<file path="src/rtl/cpu_pkg.sv">
// cpu_pkg: shared encodings for the data-memory path.
//   - state_e    : data_mem_ctrl FSM states (IDLE, ACCESS, DONE)
//   - F3_*       : load/store FUNC3 encodings
//   - f3_legal   : FUNC3 legality for loads vs stores
//   - f3_aligned : address alignment check for the access size in FUNC3
package cpu_pkg;

    typedef enum logic [1:0] {
        IDLE   = 2'b00,
        ACCESS = 2'b01,
        DONE   = 2'b10
    } state_e;

    localparam logic [2:0] F3_B  = 3'b000;  // LB / SB
    localparam logic [2:0] F3_H  = 3'b001;  // LH / SH
    localparam logic [2:0] F3_W  = 3'b010;  // LW / SW
    localparam logic [2:0] F3_BU = 3'b100;  // LBU
    localparam logic [2:0] F3_HU = 3'b101;  // LHU

    function automatic logic f3_legal(input logic [2:0] f3, input logic is_store);
        logic ok;
        ok = 1'b0;
        case (f3)
            F3_B, F3_H, F3_W: ok = 1'b1;
            F3_BU, F3_HU:     ok = !is_store;
            default:          ok = 1'b0;
        endcase
        return ok;
    endfunction

    // FUNC3[1:0] encodes the access size for every legal code.
    function automatic logic f3_aligned(input logic [2:0] f3, input logic [1:0] addr_lo);
        logic ok;
        ok = 1'b0;
        case (f3[1:0])
            2'b00:   ok = 1'b1;
            2'b01:   ok = (addr_lo[0] == 1'b0);
            2'b10:   ok = (addr_lo == 2'b00);
            default: ok = 1'b0;
        endcase
        return ok;
    endfunction

endpackage

</file>
<file path="src/rtl/load_align.sv">
// load_align: extracts a byte/halfword/word from a memory word and extends it.
//   word     (in, 32) : word returned by the backing memory
//   func3    (in, 3)  : load type (LB, LH, LW, LBU, LHU)
//   byte_off (in, 2)  : byte offset within the word
//   data     (out, 32): sign- or zero-extended load result
module load_align
    import cpu_pkg::*;
(
    input  logic [31:0] word,
    input  logic [2:0]  func3,
    input  logic [1:0]  byte_off,
    output logic [31:0] data
);

    logic [7:0]  sel_b;
    logic [15:0] sel_h;

    always_comb begin
        sel_b = word[7:0];
        case (byte_off)
            2'd0: sel_b = word[7:0];
            2'd1: sel_b = word[15:8];
            2'd2: sel_b = word[23:16];
            2'd3: sel_b = word[31:24];
            default: sel_b = word[7:0];
        endcase
        sel_h = byte_off[1] ? word[31:16] : word[15:0];

        data = word;
        case (func3)
            F3_B:    data = {{24{sel_b[7]}}, sel_b};
            F3_H:    data = {{16{sel_h[15]}}, sel_h};
            F3_BU:   data = {24'd0, sel_b};
            F3_HU:   data = {16'd0, sel_h};
            default: data = word;
        endcase
    end

endmodule

</file>
<file path="src/rtl/data_mem_ctrl.sv">
// data_mem_ctrl: load/store unit between the EX/MEM stage and a word-wide memory.
//   CLK, RESET            : clock (rising edge), async active-high reset
//   MEM_READ, MEM_WRITE   : pipeline load/store request, held while BUSYWAIT
//   FUNC3, ADDRESS        : access type and byte address
//   WRITE_DATA            : right-aligned store data
//   READ_DATA             : extended load result, valid in DONE, held otherwise
//   BUSYWAIT              : pipeline stall
//   FAULT                 : misaligned/illegal request (IDLE) or ack timeout (DONE)
//   MEM_REQ/WE/ADDR/WDATA/BE : registered backing-memory request
//   MEM_RDATA, MEM_ACK    : backing-memory response
module data_mem_ctrl
    import cpu_pkg::*;
#(
    parameter int unsigned ACK_TIMEOUT = 255
) (
    input  logic        CLK,
    input  logic        RESET,
    input  logic        MEM_READ,
    input  logic        MEM_WRITE,
    input  logic [2:0]  FUNC3,
    input  logic [31:0] ADDRESS,
    input  logic [31:0] WRITE_DATA,
    output logic [31:0] READ_DATA,
    output logic        BUSYWAIT,
    output logic        FAULT,
    output logic        MEM_REQ,
    output logic        MEM_WE,
    output logic [31:0] MEM_ADDR,
    output logic [31:0] MEM_WDATA,
    output logic [3:0]  MEM_BE,
    input  logic [31:0] MEM_RDATA,
    input  logic        MEM_ACK
);

    localparam int unsigned CW = (ACK_TIMEOUT > 1) ? $clog2(ACK_TIMEOUT) : 1;
    localparam logic [CW-1:0] CNT_LAST = CW'(ACK_TIMEOUT - 1);

    state_e        state_q, state_d;
    logic [CW-1:0] cnt_q;
    logic          timeout_q;
    logic [2:0]    f3_q;
    logic [1:0]    off_q;

    logic          req_any, req_ok, req_bad;
    logic          timeout_hit;
    logic [3:0]    be_d;
    logic [31:0]   wdata_d;
    logic [31:0]   load_data;

    assign req_any = MEM_READ | MEM_WRITE;
    assign req_ok  = (MEM_READ ^ MEM_WRITE) && f3_legal(FUNC3, MEM_WRITE)
                     && f3_aligned(FUNC3, ADDRESS[1:0]);
    assign req_bad = req_any && !req_ok;

    assign timeout_hit = !MEM_ACK && (cnt_q == CNT_LAST);

    // Reset gates the combinational handshake outputs so a request held
    // through reset cannot raise BUSYWAIT or FAULT.
    assign BUSYWAIT = !RESET && (((state_q == IDLE) && req_ok) || (state_q == ACCESS));
    assign FAULT    = !RESET && (((state_q == IDLE) && req_bad)
                                 || ((state_q == DONE) && timeout_q));

    // Store lanes and replicated data.
    always_comb begin
        be_d    = 4'b1111;
        wdata_d = WRITE_DATA;
        case (FUNC3[1:0])
            2'b00: begin
                be_d    = 4'b0001 << ADDRESS[1:0];
                wdata_d = {4{WRITE_DATA[7:0]}};
            end
            2'b01: begin
                be_d    = 4'b0011 << ADDRESS[1:0];
                wdata_d = {2{WRITE_DATA[15:0]}};
            end
            default: begin
                be_d    = 4'b1111;
                wdata_d = WRITE_DATA;
            end
        endcase
    end

    load_align u_load_align (
        .word     (MEM_RDATA),
        .func3    (f3_q),
        .byte_off (off_q),
        .data     (load_data)
    );

    always_comb begin
        state_d = state_q;
        case (state_q)
            IDLE:    if (req_ok) state_d = ACCESS;
            ACCESS:  if (MEM_ACK || timeout_hit) state_d = DONE;
            DONE:    state_d = IDLE;
            default: state_d = IDLE;
        endcase
    end

    always_ff @(posedge CLK or posedge RESET) begin
        if (RESET) begin
            state_q   <= IDLE;
            cnt_q     <= '0;
            timeout_q <= 1'b0;
            f3_q      <= '0;
            off_q     <= '0;
            READ_DATA <= '0;
            MEM_REQ   <= 1'b0;
            MEM_WE    <= 1'b0;
            MEM_ADDR  <= '0;
            MEM_WDATA <= '0;
            MEM_BE    <= '0;
        end else begin
            state_q <= state_d;
            case (state_q)
                IDLE: begin
                    cnt_q     <= '0;
                    timeout_q <= 1'b0;
                    if (req_ok) begin
                        MEM_REQ   <= 1'b1;
                        MEM_WE    <= MEM_WRITE;
                        MEM_ADDR  <= {ADDRESS[31:2], 2'b00};
                        MEM_BE    <= be_d;
                        MEM_WDATA <= MEM_WRITE ? wdata_d : '0;
                        f3_q      <= FUNC3;
                        off_q     <= ADDRESS[1:0];
                    end
                end
                ACCESS: begin
                    cnt_q <= cnt_q + 1'b1;
                    if (MEM_ACK) begin
                        MEM_REQ <= 1'b0;
                        if (!MEM_WE) READ_DATA <= load_data;
                    end else if (timeout_hit) begin
                        MEM_REQ   <= 1'b0;
                        READ_DATA <= '0;
                        timeout_q <= 1'b1;
                    end
                end
                DONE: begin
                    cnt_q     <= '0;
                    timeout_q <= 1'b0;
                end
                default: begin
                    cnt_q   <= '0;
                    MEM_REQ <= 1'b0;
                end
            endcase
        end
    end

endmodule
</file>
<file path="config.mk">
export PLATFORM = sky130hd
export DESIGN_NAME = data_mem_ctrl
export DESIGN_NICKNAME = d
export VERILOG_FILES = /design/src/rtl/cpu_pkg.sv /design/src/rtl/load_align.sv /design/src/rtl/data_mem_ctrl.sv
export SDC_FILE = /design/constraint.sdc
export NUM_CORES = 1
export LEC_CHECK = 0
export CORE_UTILIZATION = 48
export DETAILED_ROUTE_END_ITERATION = 16
export GPL_TIMING_DRIVEN = 0
export PLACE_DENSITY = 0.95
export SYNTH_ARGS = -nofsm -noshare
export SYNTH_HDL_FRONTEND = slang
export SYNTH_SLANG_ARGS = --single-unit
</file>
<file path="constraint.sdc">
create_clock -name CLK -period 11.15 [get_ports CLK]
set_input_delay 3.345 -clock CLK [delete_from_list [all_inputs] [get_ports CLK]]
set_output_delay 3.345 -clock CLK [all_outputs]
set_load 0.03 [all_outputs]
</file>
==> flow_summary_export.csv <==
group,metric,value,unit
synthesis,muxShareOfSynthArea,6.133,%
synthesis,yosysMostFrequentCell,"nand2_1",
pwr,p_per_area,255.8,nW/um^2
cts,worstSkewPairLatency,400,ps
pwr,power.leakage,3.664,nW
placement,pre_cts_slack,1629,ps
global_routing,antenna_found_initial,0,
sta,period_minus_slack,9567,ps
sta,final.setup_skew,8.901,ps
global_routing,gr-total-overflow,0,
setup_path,cp_cell_sequence,"buf_2, clkinv_1, clkbuf_1, ha_1, o221ai_2, or3_1, buf_2, buf_2, a21oi_1, clkdlybuf4s50_1",
synthesis,synth_ff_type,"dfrtp_1",
detailed_routing,num_vias,5410,
setup_path,crit_slowest_cell,"clkdlybuf4s50_1",
sta,fmax,104.5,MHz
job,cap_violations,0,
setup_path,crit_top_cell,"buf_2",
detailed_routing,routed_wl,17600,um
sta,setup_viol,0,
global_routing,grt_max_degree,72,
setup_path,worst_setup_path_end_kind,"output pin",
floorplan,die_w,108.7,um
synthesis,syn-cell-area,5468,sq um
synthesis,synthAdderAreaFrac,0.6865,%
synthesis,yosysWarningCount,0,
pwr,ir_worst_vdd,0.0001526,V
synthesis,netlist_top_cells_count,"171 x nand2_1, 116 x dfrtp_1, 30 x o2bb2ai_1",
floorplan,dieHeight,108.7,um
pwr,power.total,2.112,mW
final_layout,multi_input_area,2330,sq um
floorplan,core_area,10980,sq um
synthesis,yosys-top-cells-area,"dfrtp_1 53%, nand2_1 12%, mux2i_1 5.3%",
final_layout,final_nets,903,
global_routing,grt_usage,30.38,%
cts,post-cts-setup-buffers,0,
synthesis,synth_top_area_share,53.09,%
setup_path,rr_endpoint,"READ_DATA[23]",
min_path,hold_depth,2,
final_layout,drive_gt1_share,7.063,%
cts,ctsResizeCount,0,
synthesis,syn_inst,573,
final_layout,diodes,0,
sta,fin_tns_setup,0,ps
detailed_routing,drc,0,
synthesis,synth_xor_xnor_area_share,0.6407,%
setup_path,cp_max_fo,10,
cts,clkTransAtPathRegs,50,ps
setup_path,critPathLaunchType,"input port",
setup_path,r2r_cells,5,
synthesis,synth_seq_cells,116,
setup_path,rrSetupSlack,9130,ps
min_path,min_path_type,"reg -> reg",
detailed_routing,vias_per_cell,5.713,
placement,gp_congestion,0.8988,
cts,clock_sinks,116,
detailed_routing,drt_iter0_drc,408,
cts,cts_root_buf,"clkbuf_16",
detailed_routing,routedWlPerCell,18.59,um
synthesis,yosysSeqAreaShare,53.09,%
setup_path,cpPeakStageDelay,680,ps
synthesis,yosys.area.top_type,"dfrtp_1",
synthesis,avgSynthCellArea,9.542,sq um
detailed_routing,dr.pass1.iters,5,
global_routing,grt_pass1_vias,5291,
cts,cts_hold_buf,0,
placement,hpwl,12830,um
synthesis,synth_edf_count,0,
min_path,min-delay-start,"MEM_ADDR[12]",
floorplan,start_util,49.78,%
synthesis,async_flop_share,100.0,%
sta,worst_slew_pin_slew,881.6,ps
sta,hold_viol,0,
cts,clockBufferDepth,2,
cts,cts_buffers,17,
cts,htree_levels,4,
floorplan,dieArea,11820,sq um
synthesis,yosys.area_share.simple,17.62,%
synthesis,synth_compound_area_share,17.39,%
min_path,holdPathEnd,"MEM_ADDR[12]",
setup_path,worst-setup-path-type,"in -> out",
synthesis,yosysUniqueCellTypes,42,
floorplan,io_pins,208,
global_routing,grt_pass1_wl,26980,um
cts,cts_tree,"yes",
placement,io_buffers,202,
run_status,status,"completed",
sta,min_period_over_period,85.81,%
setup_path,cp_data_arrival_time,6220,ps
final_layout,fill_cells,761,
synthesis,synth_top_family_by_area,"simple AND/OR/NAND/NOR gates",
detailed_routing,postRouteAntennaNets,0,
sta,postLayoutSetupSlackWorst,1583,ps
floorplan,rows,38,
final_layout,area_delta_synth_final,50.98,%
setup_path,critPathRequiredTime,7810,ps
final_layout,regArea,2903,sq um
sta,finalMaxSlewViolations,0,
sta,rsz0062_at_grt,"no",
sta,slew-limit-headroom,41.23,%
setup_path,rr_startpoint,"state_q[1]",
-- cell usage in the layout (no fill, tap or decap), types with 3 or more instances in the layout --
cell type          n
clkdlybuf4s50_1  202
nand2_1          171
dfrtp_1          116
o2bb2ai_1         30
mux2i_1           29
a21oi_1           26
nor2_1            24
clkbuf_1          22
o21ai_0           19
clkbuf_16         17
o31ai_1           16
buf_2             14
nand3_1           12
o2111ai_1          8
a221oi_1           8
nand2b_1           6
o31a_1             6
a22o_1             6
nor3_1             5
inv_1              5
nor2b_1            4
buf_1              4
mux2_2             4
nand3b_1           4
clkinv_2           4
clkinvlp_4         4
buf_6              3
a31oi_1            3
or3_1              3
xor2_1             3
ha_1               3
-- sequential cells by signal, indices dropped and copies added, names as in the netlist --
| register | count |
|---|---|
| cnt_q | 8 |
| off_q | 2 |
| READ_DATA | 32 |
| MEM_WDATA | 32 |
| f3_q | 3 |
| timeout_q | 1 |
| MEM_WE | 1 |
| MEM_BE | 4 |
| MEM_ADDR | 30 |
| MEM_REQ | 1 |
| state_q | 2 |
-- report_power, final --
group	total (mW)	internal (mW)	switching [mW]
clock	0.513	0.330	0.183
combinational	0.942	0.393	0.549
sequential	0.657	0.564	0.0936
total	2.11	1.29	0.825
-- logic make-up (layout without fill, tap and decap cells) --
group,count (synthesis),in the layout
AND/OR/NAND/NOR,234,234
other,1,2
flip-flops,116,116
AO/OA/AOI/OAI,131,131
XOR/XNOR,4,4
adder cells (fa/ha/maj),3,3
multiplexers,33,33
buffers and inverters,51,284
-- area by class of cell --
class	count	share of cell area (%)
inverters	8	0.3941
flip-flops and latches	116	35.16
repair buffers	203	24.83
plain buffers	43	2.531
clock buffers	20	5.411
clock inverters	10	1.334
well taps	140	2.122
multi-input cells	407	28.22
-- per-layer routing --
metal	part of all wire (%)	vias up	GRT usage, %
met5	0	-	0
met4	3.7	0	15.54
met3	9.2	59	8.428
met2	50	312	50.54
met1	37	2597	36.03
li1	-	2442	-
-- worst max-delay path by stage --
| stage | from | endpoint | slack (ps) | cells past startpoint |
|---|---|---|---|---|
| 2_1_floorplan | MEM_WRITE | BUSYWAIT | 2370 | 9 |
| 3_3_place_gp | MEM_WRITE | BUSYWAIT | 1650 | 10 |
| 3_5_place_dp | MEM_WRITE | BUSYWAIT | 1630 | 10 |
| 4_1_cts | MEM_WRITE | BUSYWAIT | 1620 | 10 |
| 5_1_grt | MEM_WRITE | BUSYWAIT | 1470 | 10 |
| 6_report | MEM_WRITE | BUSYWAIT | 1580 | 10 |
-- metrics by stage --
| stage | cells | util (%) | hold WS [ps] | instance area (sq um) |
|---|---|---|---|---|
| detailed placement | 917 | 70.10 | 461.8 | 7699 |
| global route | 947 | 75.17 | 493.7 | 8255 |
| global placement | 916 | 69.82 | 453.3 | 7669 |
| floorplan | 574 | - | 453.6 | 5472 |
| CTS | 947 | 75.17 | 474.5 | 8255 |
| finish | 947 | 75.17 | 473.7 | 8255 |
-- critical path, delay by kind of cell --
| kind | cells | cell delay [ps] |
|---|---|---|
| adder cells (fa/ha/maj) | 1 | 370 |
| AO/OA/AOI/OAI | 2 | 270 |
| buffers and inverters | 6 | 1910 |
| AND/OR/NAND/NOR | 1 | 320 |
Note: power is estimated with default switching activity, not from simulation.
